**config.mk**
```make
export PLATFORM = sky130hd
export DESIGN_NAME = calc_engine
export DESIGN_NICKNAME = d
export VERILOG_FILES = /design/src/rtl/calc_pkg.sv /design/src/rtl/calc_div.sv /design/src/rtl/calc_engine.sv
export SDC_FILE = /design/constraint.sdc
export NUM_CORES = 2
export LEC_CHECK = 0
export ABC_AREA = 1
export CAP_MARGIN = 5
export CORE_MARGIN = 5
export CORE_UTILIZATION = 55
export DETAILED_ROUTE_END_ITERATION = 12
export HOLD_SLACK_MARGIN = 0.02
export PLACE_DENSITY = 0.71
export SKIP_LAST_GASP = 1
export SLEW_MARGIN = 30
export SYNTH_ARGS = -nofsm -noshare
export SYNTH_HDL_FRONTEND = slang
export SYNTH_HIERARCHICAL = 1
export SYNTH_SLANG_ARGS = --single-unit
```
**constraint.sdc**
```tcl
create_clock -name clk -period 18.1 [get_ports clk]
set_clock_uncertainty 0.05 [all_clocks]
set_input_delay 3.62 -clock clk [delete_from_list [all_inputs] [get_ports clk]]
set_output_delay 3.62 -clock clk [all_outputs]
set_load 0.1 [all_outputs]
```
**src/rtl/calc_pkg.sv**
```systemverilog
// calc_pkg: key codes, FSM state encoding and operator encoding shared by the
// calculator engine and its divider.
package calc_pkg;

  localparam logic [3:0] KEY_DIV = 4'd10;
  localparam logic [3:0] KEY_CLR = 4'd11;
  localparam logic [3:0] KEY_ADD = 4'd12;
  localparam logic [3:0] KEY_SUB = 4'd13;
  localparam logic [3:0] KEY_MUL = 4'd14;
  localparam logic [3:0] KEY_EQ  = 4'd15;

  localparam logic [2:0] OP_NONE = 3'd0;
  localparam logic [2:0] OP_ADD  = 3'd1;
  localparam logic [2:0] OP_SUB  = 3'd2;
  localparam logic [2:0] OP_MUL  = 3'd3;
  localparam logic [2:0] OP_DIV  = 3'd4;

  typedef enum logic [2:0] {
    ENT_A,
    OP_WAIT,
    ENT_B,
    DIV_RUN,
    SHOW_RES,
    ERROR
  } calc_state_t;

  // Map an operator key to its cur_op code; anything else is OP_NONE
  function automatic logic [2:0] key_to_op(input logic [3:0] k);
    case (k)
      KEY_ADD: return OP_ADD;
      KEY_SUB: return OP_SUB;
      KEY_MUL: return OP_MUL;
      KEY_DIV: return OP_DIV;
      default: return OP_NONE;
    endcase
  endfunction

  // 10^n, used to derive the display range limit at elaboration time
  function automatic logic [63:0] pow10(input int n);
    logic [63:0] r;
    r = 64'd1;
    for (int i = 0; i < n; i++) r = r * 64'd10;
    return r;
  endfunction

endpackage

```
**src/rtl/calc_div.sv**
```systemverilog
// calc_div: unsigned restoring divider, one quotient bit per cycle.
// done and quotient are presented combinationally during the last step so the
// caller can register the result on the same edge the final bit is formed.
module calc_div
  import calc_pkg::*;
#(
  parameter int W = 32
) (
  input  logic         clk,
  input  logic         rst,
  input  logic         start,
  input  logic         abort,
  input  logic [W-1:0] dividend,
  input  logic [W-1:0] divisor,
  output logic         done,
  output logic [W-1:0] quotient
);

  localparam int CW = $clog2(W + 1);

  logic          running;
  logic [CW-1:0] cnt;
  logic [W-1:0]  rem;
  logic [W-1:0]  quo;
  logic [W-1:0]  dsr;
  logic [W:0]    rem_sh;
  logic [W:0]    diff;
  logic [W-1:0]  rem_step;
  logic [W-1:0]  quo_step;

  // One restoring step: shift in the next dividend bit, keep the difference if non-negative
  always_comb begin
    rem_sh = {rem, quo[W-1]};
    diff   = rem_sh - {1'b0, dsr};
    if (diff[W]) begin
      rem_step = rem_sh[W-1:0];
      quo_step = {quo[W-2:0], 1'b0};
    end else begin
      rem_step = diff[W-1:0];
      quo_step = {quo[W-2:0], 1'b1};
    end
  end

  assign done     = running && (cnt == CW'(1));
  assign quotient = quo_step;

  // Iteration registers; abort throws away a division in progress
  always_ff @(posedge clk) begin
    if (rst || abort) begin
      running <= 1'b0;
      cnt     <= '0;
      rem     <= '0;
      quo     <= '0;
      dsr     <= '0;
    end else if (start) begin
      running <= 1'b1;
      cnt     <= CW'(W);
      rem     <= '0;
      quo     <= dividend;
      dsr     <= divisor;
    end else if (running) begin
      rem <= rem_step;
      quo <= quo_step;
      cnt <= cnt - CW'(1);
      if (cnt == CW'(1)) running <= 1'b0;
    end
  end

endmodule

```
**src/rtl/calc_engine.sv**
```systemverilog
// calc_engine: keypad-driven four-function calculator core.
// Build macro CALC_KEY_FIFO_EN adds a 2-entry queue that holds keys pressed
// while the divider runs and replays them once it finishes.
module calc_engine
  import calc_pkg::*;
#(
  parameter int ENT_DIGITS  = 4,
  parameter int DISP_DIGITS = 8,
  parameter int RES_W       = 32
) (
  input  logic                    clk,
  input  logic                    rst,
  input  logic [3:0]              key_val,
  input  logic                    key_pressed,
  output logic signed [RES_W-1:0] disp_val,
  output logic [2:0]              cur_op,
  output logic                    err,
  output logic                    busy,
  output logic                    key_drop
);

  localparam int CNT_W = $clog2(ENT_DIGITS + 1);
  localparam int WW    = 2 * RES_W;
  localparam logic signed [WW-1:0] RES_LIMIT = WW'(pow10(DISP_DIGITS) - 64'd1);

  calc_state_t             state, state_nxt;
  logic signed [RES_W-1:0] a, a_nxt, b, b_nxt, disp_nxt;
  logic [CNT_W-1:0]        cnt, cnt_nxt;
  logic [2:0]              op_nxt, pend_op, pend_op_nxt, fin_op;
  logic                    pend_chain, pend_chain_nxt, div_neg, div_neg_nxt;
  logic                    err_nxt, busy_nxt, drop_nxt;
  logic                    fin, fin_chain;
  logic signed [WW-1:0]    fin_res;

  logic       ev;
  logic [3:0] key;
  logic       clr_ev;

  assign clr_ev = key_pressed && (key_val == KEY_CLR);

`ifdef CALC_KEY_FIFO_EN
  logic [3:0] q_key [2];
  logic [1:0] q_cnt;
  logic       q_push, q_pop;

  // Pick the key to act on: queued keys first, new keys parked while dividing
  always_comb begin
    ev       = 1'b0;
    key      = key_val;
    drop_nxt = 1'b0;
    q_push   = 1'b0;
    q_pop    = 1'b0;
    if (clr_ev) begin
      ev = 1'b1;
    end else if (state == DIV_RUN) begin
      if (key_pressed) begin
        if (q_cnt == 2'd2) drop_nxt = 1'b1;
        else               q_push   = 1'b1;
      end
    end else if (q_cnt != 2'd0) begin
      ev     = 1'b1;
      key    = q_key[0];
      q_pop  = 1'b1;
      q_push = key_pressed;
    end else begin
      ev = key_pressed;
    end
  end

  // Queue storage in arrival order; 'C' flushes it
  always_ff @(posedge clk) begin
    if (rst || clr_ev) begin
      q_cnt    <= '0;
      q_key[0] <= '0;
      q_key[1] <= '0;
    end else begin
      case ({q_push, q_pop})
        2'b01: begin
          q_key[0] <= q_key[1];
          q_cnt    <= q_cnt - 2'd1;
        end
        2'b11: begin
          if (q_cnt == 2'd1) begin
            q_key[0] <= key_val;
          end else begin
            q_key[0] <= q_key[1];
            q_key[1] <= key_val;
          end
        end
        2'b10: begin
          if (q_cnt == 2'd0) q_key[0] <= key_val;
          else               q_key[1] <= key_val;
          q_cnt <= q_cnt + 2'd1;
        end
        default: ;
      endcase
    end
  end
`else
  // Without a queue, anything but 'C' pressed during a divide is discarded
  always_comb begin
    ev       = key_pressed;
    key      = key_val;
    drop_nxt = 1'b0;
    if (!clr_ev && (state == DIV_RUN) && key_pressed) begin
      ev       = 1'b0;
      drop_nxt = 1'b1;
    end
  end
`endif

  logic                    is_digit, is_eq;
  logic [2:0]              key_op;
  logic signed [RES_W-1:0] ent_src, ent_val;
  logic                    ent_take;

  assign is_digit = (key <= 4'd9);
  assign is_eq    = (key == KEY_EQ);
  assign key_op   = key_to_op(key);

  // Digit entry on whichever operand is open; leading zeros and excess digits are absorbed
  assign ent_src  = (state == ENT_B) ? b : a;
  assign ent_take = (cnt < CNT_W'(ENT_DIGITS)) && !((ent_src == '0) && (key == 4'd0));
  assign ent_val  = ent_src * RES_W'(10) + RES_W'(key);

  logic signed [WW-1:0] a_w, b_w, arith_res, div_res;
  logic [RES_W-1:0]     mag_a, mag_b, div_q;
  logic                 div_start, div_done;

  assign a_w = WW'(a);
  assign b_w = WW'(b);

  // Single-cycle operators, computed at double width so overflow is visible
  always_comb begin
    case (cur_op)
      OP_SUB:  arith_res = a_w - b_w;
      OP_MUL:  arith_res = a_w * b_w;
      default: arith_res = a_w + b_w;
    endcase
  end

  assign mag_a   = a[RES_W-1] ? -a : a;
  assign mag_b   = b[RES_W-1] ? -b : b;
  assign div_res = div_neg ? -$signed(WW'(div_q)) : $signed(WW'(div_q));

  calc_div #(.W(RES_W)) u_div (
    .clk      (clk),
    .rst      (rst),
    .start    (div_start),
    .abort    (clr_ev),
    .dividend (mag_a),
    .divisor  (mag_b),
    .done     (div_done),
    .quotient (div_q)
  );

  // Next state and datapath updates for each accepted key or divider completion
  always_comb begin
    state_nxt      = state;
    a_nxt          = a;
    b_nxt          = b;
    cnt_nxt        = cnt;
    op_nxt         = cur_op;
    disp_nxt       = disp_val;
    pend_op_nxt    = pend_op;
    pend_chain_nxt = pend_chain;
    div_neg_nxt    = div_neg;
    div_start      = 1'b0;
    fin            = 1'b0;
    fin_res        = arith_res;
    fin_chain      = 1'b0;
    fin_op         = OP_NONE;
    if (clr_ev) begin
      state_nxt      = ENT_A;
      a_nxt          = '0;
      b_nxt          = '0;
      cnt_nxt        = '0;
      op_nxt         = OP_NONE;
      disp_nxt       = '0;
      pend_op_nxt    = OP_NONE;
      pend_chain_nxt = 1'b0;
      div_neg_nxt    = 1'b0;
    end else begin
      if (state == DIV_RUN) begin
        if (div_done) begin
          fin       = 1'b1;
          fin_res   = div_res;
          fin_chain = pend_chain;
          fin_op    = pend_op;
        end
      end else if (ev) begin
        case (state)
          ENT_A: begin
            if (is_digit) begin
              if (ent_take) begin
                a_nxt    = ent_val;
                cnt_nxt  = cnt + CNT_W'(1);
                disp_nxt = ent_val;
              end
            end else if (key_op != OP_NONE) begin
              op_nxt    = key_op;
              state_nxt = OP_WAIT;
            end
          end
          OP_WAIT: begin
            if (key_op != OP_NONE) begin
              op_nxt = key_op;
            end else if (is_digit) begin
              b_nxt     = RES_W'(key);
              cnt_nxt   = CNT_W'(1);
              disp_nxt  = RES_W'(key);
              state_nxt = ENT_B;
            end
          end
          ENT_B: begin
            if (is_digit) begin
              if (ent_take) begin
                b_nxt    = ent_val;
                cnt_nxt  = cnt + CNT_W'(1);
                disp_nxt = ent_val;
              end
            end else if (is_eq || (key_op != OP_NONE)) begin
              if (cur_op == OP_DIV) begin
                if (b == '0) begin
                  state_nxt = ERROR;
                end else begin
                  div_start      = 1'b1;
                  state_nxt      = DIV_RUN;
                  div_neg_nxt    = a[RES_W-1] ^ b[RES_W-1];
                  pend_chain_nxt = !is_eq;
                  pend_op_nxt    = key_op;
                end
              end else begin
                fin       = 1'b1;
                fin_res   = arith_res;
                fin_chain = !is_eq;
                fin_op    = key_op;
              end
            end
          end
          SHOW_RES: begin
            if (is_digit) begin
              a_nxt     = RES_W'(key);
              cnt_nxt   = (key == 4'd0) ? '0 : CNT_W'(1);
              op_nxt    = OP_NONE;
              disp_nxt  = RES_W'(key);
              state_nxt = ENT_A;
            end else if (key_op != OP_NONE) begin
              op_nxt    = key_op;
              cnt_nxt   = '0;
              state_nxt = OP_WAIT;
            end
          end
          default: ;
        endcase
      end
      if (fin) begin
        if ((fin_res > RES_LIMIT) || (fin_res < -RES_LIMIT)) begin
          state_nxt = ERROR;
        end else begin
          a_nxt    = fin_res[RES_W-1:0];
          disp_nxt = fin_res[RES_W-1:0];
          cnt_nxt  = '0;
          if (fin_chain) begin
            op_nxt    = fin_op;
            state_nxt = OP_WAIT;
          end else begin
            state_nxt = SHOW_RES;
          end
        end
      end
      if (state_nxt == ERROR) disp_nxt = '0;
    end
    err_nxt  = (state_nxt == ERROR);
    busy_nxt = (state_nxt == DIV_RUN);
  end

  // State, operands and every output are registered here
  always_ff @(posedge clk) begin
    if (rst) begin
      state      <= ENT_A;
      a          <= '0;
      b          <= '0;
      cnt        <= '0;
      cur_op     <= OP_NONE;
      disp_val   <= '0;
      err        <= 1'b0;
      busy       <= 1'b0;
      key_drop   <= 1'b0;
      pend_op    <= OP_NONE;
      pend_chain <= 1'b0;
      div_neg    <= 1'b0;
    end else begin
      state      <= state_nxt;
      a          <= a_nxt;
      b          <= b_nxt;
      cnt        <= cnt_nxt;
      cur_op     <= op_nxt;
      disp_val   <= disp_nxt;
      err        <= err_nxt;
      busy       <= busy_nxt;
      key_drop   <= drop_nxt;
      pend_op    <= pend_op_nxt;
      pend_chain <= pend_chain_nxt;
      div_neg    <= div_neg_nxt;
    end
  end

endmodule

```
==> summary.md <==
| Metric | Value |
|---|---|
| H-tree depth | `1` |
| Fin crit period | `between 10 and 15 ns` |
| Compound-Gate Fraction of Synth Area | `under 10%` |
| Later-pin clock latency in the skew report | `0.61 ns` |
| Most Crowded Layer GR | `met2` |
| CP max-delay cell | `fa_1` |
| CTS resizes | `0` |
| FILL cells | `around 11k` |
| Gpl congestion | `about 1.1` |
| Mapped Area | `about 65,000 µm²` |
| Dominant cells by area after synthesis | `fa_1 33%, nand2_1 17%, inv_1 14%` |
| Min Hold Slack | `0.420 ns` |
| Fmax | `roughly 85 MHz` |
| GRT met1 Usage | `~55%` |
| Core ar. | `118,000 µm²` |
| Initial antenna violation count | `12` |
| Largest net degree at the start of global routing | `75` |
| Leakage | `~39 nW` |
| # hold bufs at CTS | `0` |
| Max-cap violations | `0` |
| Worst Tran Pin Value | `between 1 and 1.5 ns` |
| Final WS setup | `approximately 6.4 ns` |
| Cell Rows | `126` |
| Seq cells post-synth | `216` |
| Fin Setup TNS | `0 ns` |
| Area of the multi-input gates | `~50,000 µm²` |
| Clock tree buffer depth | `3` |
| Post-DP Area | `~67,000 µm²` |
| Synth Area in Adders | `39.9%` |
| I/O Pins | `between 40 and 50` |
| Initial Utilization | `a little under three fifths` |
| EDFF count, synth | `0` |
| Final Max Slew Viols | `0` |
| Global-route wire length before repair | `between 300,000 and 400,000 µm` |
| Utilization after layout | `~57%` |
| Yosys warning total | `6` |
| CP Buf/Inv Count | `7` |
| Met2 usage | `between 60% and 70%` |
| Worst path most repeated cell | `nand2_1` |
| Outcome | `finished, final reports clean` |
| Post-synth ARST share | `0%` |
| Netlist cell types | `60` |
| CP Data Required Time | `18.53 ns` |
| CTS tree | `yes` |
| Largest family of logic cells by synthesized area | `adder cells` |
| PwrDens | `22.2 nW/µm²` |
| Gate Count Post-Synth | `just under 10k` |
| DR iter-0 viols | `between 7k and 8k` |
| Maximum VDD drop | `a little under 0.08 mV` |
| Synth Net Count | `roughly 11k` |
| Die area | `126,000 µm²` |
| Die Ht | `355 µm` |
| Post-Syn Area per Cell | `~6.6 µm²` |
| Simple-gate area share of the yosys netlist | `about 28%` |
| Cell taking the most area after synthesis | `fa_1` |
| Avg Vias per Cell | `about 5.6` |
| Post-Synth XOR/XNOR Area | `1.83%` |
| Slew HR | `around 23%` |
| Finished Cell Area | `between 60,000 and 70,000 µm²` |
| Max incr delay on CP | `1.12 ns` |
| CTS root buf | `clkbuf_16` |
| Sequential fraction of the synthesis area | `under 10%` |
| GRT overflow | `0` |
| Total power | `1.50 mW` |
| Clock Sinks | `around 220` |
| Hpwl dp | `roughly 200,000 µm` |
| Register Area | `~4400 µm²` |
| TritonCTS Buffers | `24` |
| Vias in the first global route | `approximately 62k` |
| Post-Layout Cell Count | `~11k` |
| Critical path peak fanout | `63` |
| Arr. time, crit path | `about 12 ns` |
| Tot GR Track Use | `39.9%` |
| Wirelength per Cell | `22.7 µm` |
| Drt first pass iters | `7` |
| Crit. End Element | `register` |
| Fin crit share | `between 60% and 70%` |
| Mux share of post-synthesis cell area | `0%` |
| Drt drc | `0` |
| Routed vias | `62.8k` |
| Worst Setup Start Kind | `register` |
| Delay-heaviest family, CP | `adder cells` |
| Setup slack, reg-to-reg | `roughly 6.4 ns` |
| Clk slew on worst S/H paths | `about 0.07 ns` |
| Final Setup Violations | `0` |
| Synth top area share | `between 30% and 40%` |
| Layout overhead on the synthesized area | `3.07%` |
| Nets | `between 10k and 15k` |
| Total Wirelength | `between 200,000 and 300,000 µm` |
| Antenna-violating nets left | `0` |
| HP Class | `register to register` |
| Crit Path Category | `register to register` |
| Share of post-route cells with drive strength above 1 | `3.77%` |
| RSZ-0062 raised after global routing | `false` |
| Met3 Resource Use GR | `10.4%` |
| Fin. Hold Viols | `0` |
| Cells after DPL | `approximately 11k` |
| Post-CTS setup buffers | `0` |
| Most frequent cell after synthesis | `nand2_1` |
| Top post-synthesis cells by count | `3,048 x nand2_1, 2,398 x inv_1, 1,087 x fa_1` |
| Placement Setup Slack | `roughly 6.6 ns` |
| Die width | `approximately 350 µm` |
| Dominant synthesized flop cell | `dfxtp_1` |
| IO buf count | `44` |
-- tightest hold or removal path: cells and delay by family (launching register included) --
kind / cells / cell delay (ns)
flops: 1 / 0.30
buf+inv: 1 / 0.06
compound gates: 1 / 0.06
-- metal layers --
| layer | vias up | routed length [µm] |
|---|---|---|
| met5 | - | 59 |
| met4 | 6 | 12900 |
| met3 | 550 | 30800 |
| met2 | 3526 | 107000 |
| met1 | 30300 | 102000 |
| li1 | 28400 | - |
-- logic make-up after synthesis --
kind of cell             Yosys count
adder cells (fa/ha/maj)         1433
flip-flops                       216
buffers and inverters           2880
AND/OR/NAND/NOR                 4398
AO/OA/AOI/OAI                    793
XOR/XNOR                         137
-- power breakdown --
group	leakage, nW	internal (mW)	switching (mW)
sequential	1.76	0.482	0.0169
combinational	37.0	0.112	0.354
clock	0.391	0.291	0.241
total	39.2	0.884	0.611
-- placed cells by master (no fill, tap or decap), drive strengths merged, types with 27 or more instances in the layout --
master,netlist,final
nand2,3081,3081
a21oi,368,368
nor3,103,103
nand4,112,112
inv,2423,2423
xnor2,33,33
dfxtp,216,216
fa,1087,1087
clkdlybuf4s50,0,39
o211ai,32,32
nor2,545,545
nand3,467,467
o21bai,30,30
clkbuf,272,33
xor2,104,104
buf,178,120
ha,346,346
o21ai,271,271
or2,27,27
-- path summary, 6_finish.rpt --
kind / start / to / depth (start not counted)
worst max-delay path: a[31] / disp_val[30] / 40
worst min-delay path: u_div/dsr[3] / u_div/dsr[3] / 2
worst max register to register: a[31] / disp_val[30] / 40
worst min register to register: u_div/dsr[3] / u_div/dsr[3] / 2
-- flip-flops by register name (all words and copies together) (netlist names) --
signal	cells
a	32
b	32
disp_val	32
u_div/dsr	32
u_div/quo	32
u_div/rem	32
u_div/cnt	6
cnt	3
cur_op	3
pend_op	3
state	3
busy	1
div_neg	1
err	1
key_drop	1
pend_chain	1
u_div/running	1
-- final cells by class --
type	count	share of cell area, %
sequential	216	6.48
inverter	2430	13.5
clock buffer	33	1.00
tap	1536	2.85
clock inverter	8	0.182
multi-input combinational	6761	74.0
timing repair buffer	159	1.90
antenna	10	0.0371
(Power assumes the default switching activity.)
